File: config.mk
export PLATFORM = sky130hd
export DESIGN_NAME = pkt_port_rr_arbiter
export DESIGN_NICKNAME = d
export VERILOG_FILES = /design/src/rtl/pkt_port_rr_arbiter.sv
export SDC_FILE = /design/constraint.sdc
export NUM_CORES = 1
export LEC_CHECK = 0
export ABC_CLOCK_PERIOD_IN_PS = 4700
export CORE_AREA = 2 2 272 274
export DETAILED_ROUTE_END_ITERATION = 7
export DIE_AREA = 0 0 274 276
export GPL_TIMING_DRIVEN = 0
export MAX_ROUTING_LAYER = met4
export PLACE_DENSITY_LB_ADDON = 0.08
export SETUP_SLACK_MARGIN = 0.15
export SKIP_LAST_GASP = 1
export SYNTH_ARGS = -nofsm -noshare
export SYNTH_HDL_FRONTEND = slang
export SYNTH_SLANG_ARGS = --single-unit
export TNS_END_PERCENT = 50
File: constraint.sdc
create_clock -name i_clk -period 4.7 [get_ports i_clk]
set_input_delay 0.94 -clock i_clk [delete_from_list [all_inputs] [get_ports i_clk]]
set_output_delay 0.94 -clock i_clk [all_outputs]
set_load 0.01 [all_outputs]
File: src/rtl/pkt_port_rr_arbiter.sv
// Packet-granular round-robin arbiter: forwards one whole packet (head..tail) at a time from PORT_NUM ports.
// Optional macro CONF_PRIO_EN lets parser-config heads (ethertype 16'h9006) win arbitration in IDLE.
module pkt_port_rr_arbiter #(
  parameter int PORT_NUM = 4,
  parameter int PORT_W   = $clog2(PORT_NUM),
  parameter int TIMEOUT  = 64
) (
  input  logic                    i_clk,
  input  logic                    i_rst,
  input  logic [PORT_NUM-1:0]     i_pkt_valid,
  input  logic [134*PORT_NUM-1:0] i_pkt,
  output logic [PORT_NUM-1:0]     o_pkt_ready,
  input  logic                    i_ready,
  output logic                    o_pkt_valid,
  output logic [133:0]            o_pkt,
  output logic [7:0]              o_inport,
  output logic                    o_err_orphan,
  output logic                    o_err_timeout
);

  localparam int SW       = 134;
  localparam int TAG_HEAD = 132;
  localparam int TAG_TAIL = 133;

  typedef enum logic {
    ST_IDLE = 1'b0,
    ST_SEND = 1'b1
  } state_e;

  state_e            state_q, state_d;
  logic [PORT_W-1:0] ptr_q, ptr_d;
  logic [PORT_W-1:0] grant_q, grant_d;
  logic [7:0]        wd_q, wd_d;
  logic              pkt_valid_q, pkt_valid_d;
  logic [SW-1:0]     pkt_q, pkt_d;
  logic              orphan_q, orphan_d;
  logic              timeout_q, timeout_d;

  logic [SW-1:0]       slice [PORT_NUM];
  logic [PORT_NUM-1:0] head_req;
  logic [PORT_NUM-1:0] cand;
  logic                hi_found, lo_found, sel_found;
  logic [PORT_W-1:0]   hi_port, lo_port, sel_port;

  function automatic logic [PORT_W-1:0] next_port(input logic [PORT_W-1:0] p);
    return (p == PORT_W'(PORT_NUM - 1)) ? '0 : p + 1'b1;
  endfunction

  always_comb begin
    for (int p = 0; p < PORT_NUM; p++) begin
      slice[p]    = i_pkt[SW*p +: SW];
      head_req[p] = i_pkt_valid[p] & i_pkt[SW*p + TAG_HEAD];
    end
  end

`ifdef CONF_PRIO_EN
  logic [PORT_NUM-1:0] cfg_req;

  always_comb begin
    for (int p = 0; p < PORT_NUM; p++) begin
      cfg_req[p] = head_req[p] && (i_pkt[SW*p + 16 +: 16] == 16'h9006);
    end
  end

  assign cand = (|cfg_req) ? cfg_req : head_req;
`else
  assign cand = head_req;
`endif

  // Round-robin pick: lowest candidate at or above ptr_q, else lowest candidate below it.
  always_comb begin
    hi_found = 1'b0;
    lo_found = 1'b0;
    hi_port  = '0;
    lo_port  = '0;
    for (int p = PORT_NUM - 1; p >= 0; p--) begin
      if (cand[p] && (PORT_W'(p) >= ptr_q)) begin
        hi_found = 1'b1;
        hi_port  = PORT_W'(p);
      end
      if (cand[p] && (PORT_W'(p) < ptr_q)) begin
        lo_found = 1'b1;
        lo_port  = PORT_W'(p);
      end
    end
    sel_found = hi_found | lo_found;
    sel_port  = hi_found ? hi_port : lo_port;
  end

  // NOTE: every signal written here gets a default first, so no path leaves one unassigned and no latch is inferred.
  always_comb begin
    state_d     = state_q;
    ptr_d       = ptr_q;
    grant_d     = grant_q;
    wd_d        = wd_q;
    pkt_valid_d = 1'b0;
    pkt_d       = pkt_q;
    orphan_d    = 1'b0;
    timeout_d   = 1'b0;
    o_pkt_ready = '0;

    case (state_q)
      ST_IDLE: begin
        for (int p = 0; p < PORT_NUM; p++) begin
          if (i_pkt_valid[p] && !i_pkt[SW*p + TAG_HEAD]) begin
            o_pkt_ready[p] = 1'b1;
            orphan_d       = 1'b1;
          end
        end
        if (sel_found) begin
          state_d = ST_SEND;
          grant_d = sel_port;
          wd_d    = '0;
        end
      end

      ST_SEND: begin
        o_pkt_ready[grant_q] = i_ready;
        if (i_pkt_valid[grant_q] && i_ready) begin
          pkt_valid_d = 1'b1;
          pkt_d       = slice[grant_q];
          wd_d        = '0;
          if (slice[grant_q][TAG_TAIL]) begin
            state_d = ST_IDLE;
            ptr_d   = next_port(grant_q);
          end
        end else if (i_ready) begin
          // Only downstream-ready cycles with a silent granted port count toward the abort.
          if (wd_q + 8'd1 == 8'(TIMEOUT)) begin
            timeout_d = 1'b1;
            state_d   = ST_IDLE;
            ptr_d     = next_port(grant_q);
            wd_d      = '0;
          end else begin
            wd_d = wd_q + 8'd1;
          end
        end
      end

      default: state_d = ST_IDLE;
    endcase
  end

  // NOTE: sequential state uses non-blocking assignments so every flop samples pre-edge values.
  always_ff @(posedge i_clk or posedge i_rst) begin
    if (i_rst) begin
      state_q     <= ST_IDLE;
      ptr_q       <= '0;
      grant_q     <= '0;
      wd_q        <= '0;
      pkt_valid_q <= 1'b0;
      pkt_q       <= '0;
      orphan_q    <= 1'b0;
      timeout_q   <= 1'b0;
    end else begin
      state_q     <= state_d;
      ptr_q       <= ptr_d;
      grant_q     <= grant_d;
      wd_q        <= wd_d;
      pkt_valid_q <= pkt_valid_d;
      pkt_q       <= pkt_d;
      orphan_q    <= orphan_d;
      timeout_q   <= timeout_d;
    end
  end

  assign o_pkt_valid   = pkt_valid_q;
  assign o_pkt         = pkt_q;
  assign o_inport      = 8'(grant_q);
  assign o_err_orphan  = orphan_q;
  assign o_err_timeout = timeout_q;

endmodule

======== Word-level counts from Yosys, hierarchy flattened ========
Index checks and enable logic that the tools add are counted.
Widths: inputs -> output; s select.
storage, ports and cells
  bits of input ports ..................... 543
  logic and storage cells ................. 113
  output and inout bits ................... 149
  register bits after elaboration ......... 150
cells by class
  $lt $le $gt $ge ......................... 11
  multiplexer cells ....................... 55
  $add $sub $neg .......................... 2
  bitwise gates (word level) .............. 8
  eq/ne operators ......................... 5
  reduce and logical (&&, ||, !) cells .... 24
operators with widths
  kind                 number
  $bmux 134 s2         1
  $mux 134             2
  $mux 8               4
  $mux 1               29
  $mux 2               14
  $pmux 8 s2           1
  $logic_and 1x1->1    14
  $add 8x1->8 const B  1
  $eq 8x7->1 const B   1
  $pmux 4 s2           1
  $reduce_and 2->1     3
  $and 1x1->1          4
  $and 4x4->4          1
  $ge 1x2->1 const A   2
  $ge 2x2->1 const A   2
  $logic_not 1->1      4
  $lt 1x2->1 const A   2
  $lt 2x2->1 const A   2
  $reduce_and 4->1     1
  $reduce_bool 2->1    2
  $ge 3x3->1 const B   1
  $lt 2x3->1 const B   1
  $ne 3x2->1 const B   1
  $not 2->3            1
  other kinds (10)     10

======== Depth between registers and ports, before layout ========
  depth after elaboration ................. 9
  depth in mapped cells ................... 8
  depth with buffers taken out ............ 5

======== Least setup slack after synthesis ========
No wires, ideal clock.
  path type ............................... reg-to-output
  from .................................... register grant_q[1]
  to ...................................... output port o_pkt_ready[0]
  cell stages (with the launch flop) ...... 8
  buffers on the path ..................... 3
  path slack .............................. 1989 ps
  arrival ................................. 1771 ps
  cell sequence ........................... dfrtp_1 buf_2 buf_1 clkbuf_1 inv_1 ha_1 nand3_1 o21ai_0
between the ends
  word-level cells in the longest chain between the ends .. 6
  elaborated cells between the ends (all ways) .. 7
  those cells by class .................... 2 x order compare; 3 x mux; 1 x bitwise; 1 x reduce/logical
ends and longest elaborated chain
  element                                                         RTL line  source
  from (decl)                                                     32        logic [PORT_W-1:0] grant_q, grant_d;
  from (signal assigned)                                          158       grant_q <= grant_d;
  $lt 2x3->1 (implied by the code) or $ge 2x1->1 (tied branches)  118       o_pkt_ready[grant_q] = i_ready;
  $logic_and 1x1->1 (implied by the code)                         118
  $mux 1 (implied by the code)                                    118
  $demux 1 s2 *                                                   118
  $and 4x4->4 (no line) *                                         --
  $pmux 4 s2 *                                                    102       case (state_q)
  to (decl)                                                       12        output logic [PORT_NUM-1:0] o_pkt_ready,
Every way passes the cells marked *; elsewhere a longest branch is shown, timed or not.

======== Worst setup path in the final report ========
Same ends and word-level chain as after synthesis.

==> results.json <==
{
  "core_area_um2": 72600,
  "start_util_pct": 13.1,
  "grt_util_all_layers_pct": 14.3,
  "numPortBuffers": 685,
  "wl_mm": 53.2,
  "p_leak_uw": 0.00674,
  "synth_compound_area_share_pct": 3.12,
  "yosysMostFrequentCell": "dfrtp_1",
  "synth_edf_count": 0,
  "ys_ff_latch": 150,
  "holdWs_ps": 505,
  "die_w_um": 274,
  "grt_pass1_wl_mm": 73.4,
  "first_global_vias": 9548,
  "yosysTopAreaCellShare_pct": 39.4,
  "vias_per_cell": 3.77,
  "grt_overflow": 0,
  "pre_cts_ws_ps": 178,
  "reg2reg_depth": 7,
  "cp-end-kind": "primary output",
  "p_per_area_nw_per_um2": 524,
  "required_ps": 3760,
  "cts_tree": "done",
  "layout_worst_path_cycle_share_pct": 87.2,
  "worst_slack_ps": 601,
  "die_y_um": 276,
  "whs_path_depth": 1,
  "hold_start": "o_pkt[9]",
  "hold_buffers": 0,
  "design.die.area_um2": 75600,
  "total_power_uw": 9600,
  "status": "completed",
  "synth-simple-area-share_pct": 2.98,
  "r2r_slack_ps": 1630,
  "synth-adder-area-share_pct": 0.657,
  "fp-row-count": 99,
  "maxCapViolCount": 0,
  "worstReg2RegEnd": "ptr_q[1]",
  "critPathMaxStageDelay_ps": 620,
  "slew_headroom_pct": 31.2,
  "ys.warnings.count": 0,
  "rsz0062_at_grt": "false",
  "drv_slew": 0,
  "antenna_found_initial": 4,
  "grt_max_degree": 36,
  "wl_per_cell_um": 23.4,
  "synth_common_cells": "dfrtp_1 (150), mux4_2 (135), mux2_2 (86), mux2_4 (49), buf_2 (22)",
  "dr.pass1.iters": 4,
  "area_delta_synth_final_pct": 92.4,
  "dp_hpwl_mm": 44.8,
  "ios": 692,
  "fin_setup_tns_ps": 0,
  "hold_viol": 0,
  "htreeDepth": 4,
  "setup_viol": 0,
  "cts.sinks": 150,
  "cpMaxStageDelayCell": "clkbuf_1",
  "cts-root-buf": "clkbuf_16",
  "syn_inst": 587,
  "skew_ps": 7.54,
  "critPathLaunch": "grant_q[1]",
  "synth_mux_area_share_pct": 50.1,
  "r2r-start": "grant_q[1]",
  "min_delay_worst_endpoint": "o_pkt[9]",
  "synthTopCellsByArea": "dfrtp_1 (39%), mux4_2 (32%), mux2_2 (10%)",
  "yosysTopAreaCell": "dfrtp_1",
  "critical_path_arrival_ps": 3160,
  "synthArstFlopShare_pct": 100,
  "drc": 0,
  "drive_gt1_share_pct": 26.3,
  "vias": 8566,
  "drtIter0Drc": 256,
  "gp_routability_congestion": 0.812,
  "filler_cell_count": 7670,
  "fin_nets": 1846,
  "insertion_delay_ps": 470,
  "max-vdd-ir-drop_v": 0.000249,
  "synth_cell_type_count": 53,
  "startpoint_type": "register",
  "ant_nets": 0,
  "min_period_ps": 4100,
  "critPathKind": "register to primary output",
  "hp-class": "register to register",
  "cp_max_fo": 19,
  "fmax_mhz": 244,
  "syn_area_um2": 9520,
  "crit_chain": "clkbuf_4 -> clkbuf_1 -> inv_1 -> ha_1 -> nand3_1 -> o21ai_0 -> clkdlybuf4s50_1",
  "cts_buffers": 17,
  "ys.flop_type": "dfrtp_1",
  "yosys.area_share.xor_xnor_pct": 0.0920,
  "max-clock-path-buffers": 2,
  "syn_area_per_cell_um2": 16.2,
  "max_slew.worst_pin.slew_ps": 1030,
  "path_clk_slew_ps": 60,
  "ys_seq_area_share_pct": 39.4,
  "synth_top_family_by_area": "multiplexers"
}
[final cells by class]
cell class,instances,area [um2],area share (%)
plain buffers,54,315,1.72
flip-flops and latches,150,3750,20.5
inverters,6,26.3,0.144
clock buffers,19,453,2.47
repair buffers,689,6940,37.9
diodes,5,12.5,0.0683
well taps,959,1200,6.55
multi-input cells,380,5440,29.7
clock inverters,13,170,0.930
[layout by cell type (no fill, tap or decap), drive strengths merged, types with 4 or more instances in the layout]
cell type and count:
conb 6, clkbuf 37, mux2 135, nand2 16, ha 5, a21oi 4
and3 4, clkdlybuf4s50 685, buf 40, o21ai 11, nand2b 5, clkinvlp 4
dfrtp 150, nand3 10, mux4 135, nor2 5, inv 9, diode 5
[cells by family after synthesis]
group	count (synthesis)
AO/OA/AOI/OAI	41
XOR/XNOR	1
adder cells (fa/ha/maj)	5
buffers and inverters	62
flip-flops	150
multiplexers	272
other	1
AND/OR/NAND/NOR	55
[layer usage]
layer | up-vias | GRT usage, % | part of all wire, %
met5 | - | - | 0
met4 | 0 | 3.87 | 1.4
met3 | 32 | 4.35 | 7.7
met2 | 382 | 25.7 | 53
met1 | 4342 | 14.9 | 37
li1 | 3810 | - | -
[worst max path at each step]
stage,to,slack (ps),cells after the start
2_1_floorplan,grant_q[0],1870,1
3_3_place_gp,o_pkt[69],-30,2
3_5_place_dp,o_pkt_ready[0],180,8
4_1_cts,o_pkt_ready[0],180,7
5_1_grt,o_pkt_ready[0],400,7
6_report,o_pkt_ready[0],600,7
[state kept, by name, summed over array words and instances, names as in the netlist]
signal         cells
o_pkt            134
wd_q               8
grant_q            2
ptr_q              2
o_err_orphan       1
o_err_timeout      1
o_pkt_valid        1
state_q            1
[per-stage QoR]
step                      std cells  area [um2]  util, %
final                          2275       18300     25.2
after global routing           2273       18300     25.2
after CTS                      2270       18300     25.2
after detailed placement       2240       17700     24.4
after global placement         2236       17600     24.2
after floorplan                 592        9540        -
[power breakdown]
| part | switching, uW | internal (uW) | leakage, uW |
|---|---|---|---|
| clock network | 645 | 869 | 0.000297 |
| registers | 359 | 1930 | 0.00178 |
| logic | 2460 | 3330 | 0.00466 |
| total | 3470 | 6130 | 0.00674 |
[critical path: cells and delay by family (launching register included)]
kind / cells / cell delay (ps)
buffers and inverters: 4 / 1870
AOI/OAI and AO/OA: 1 / 90
adders and majority gates: 1 / 230
and+or+nand+nor: 1 / 80
DFF: 1 / 400
[what timing repair did]
item / CTS / global route
gates cloned: 0 / 0
resized for setup: 0 / 1
endpoints found under the setup margin: 3 / 1
setup buffers: 0 / 0
No activity file was read; power rests on OpenSTA's default activity.
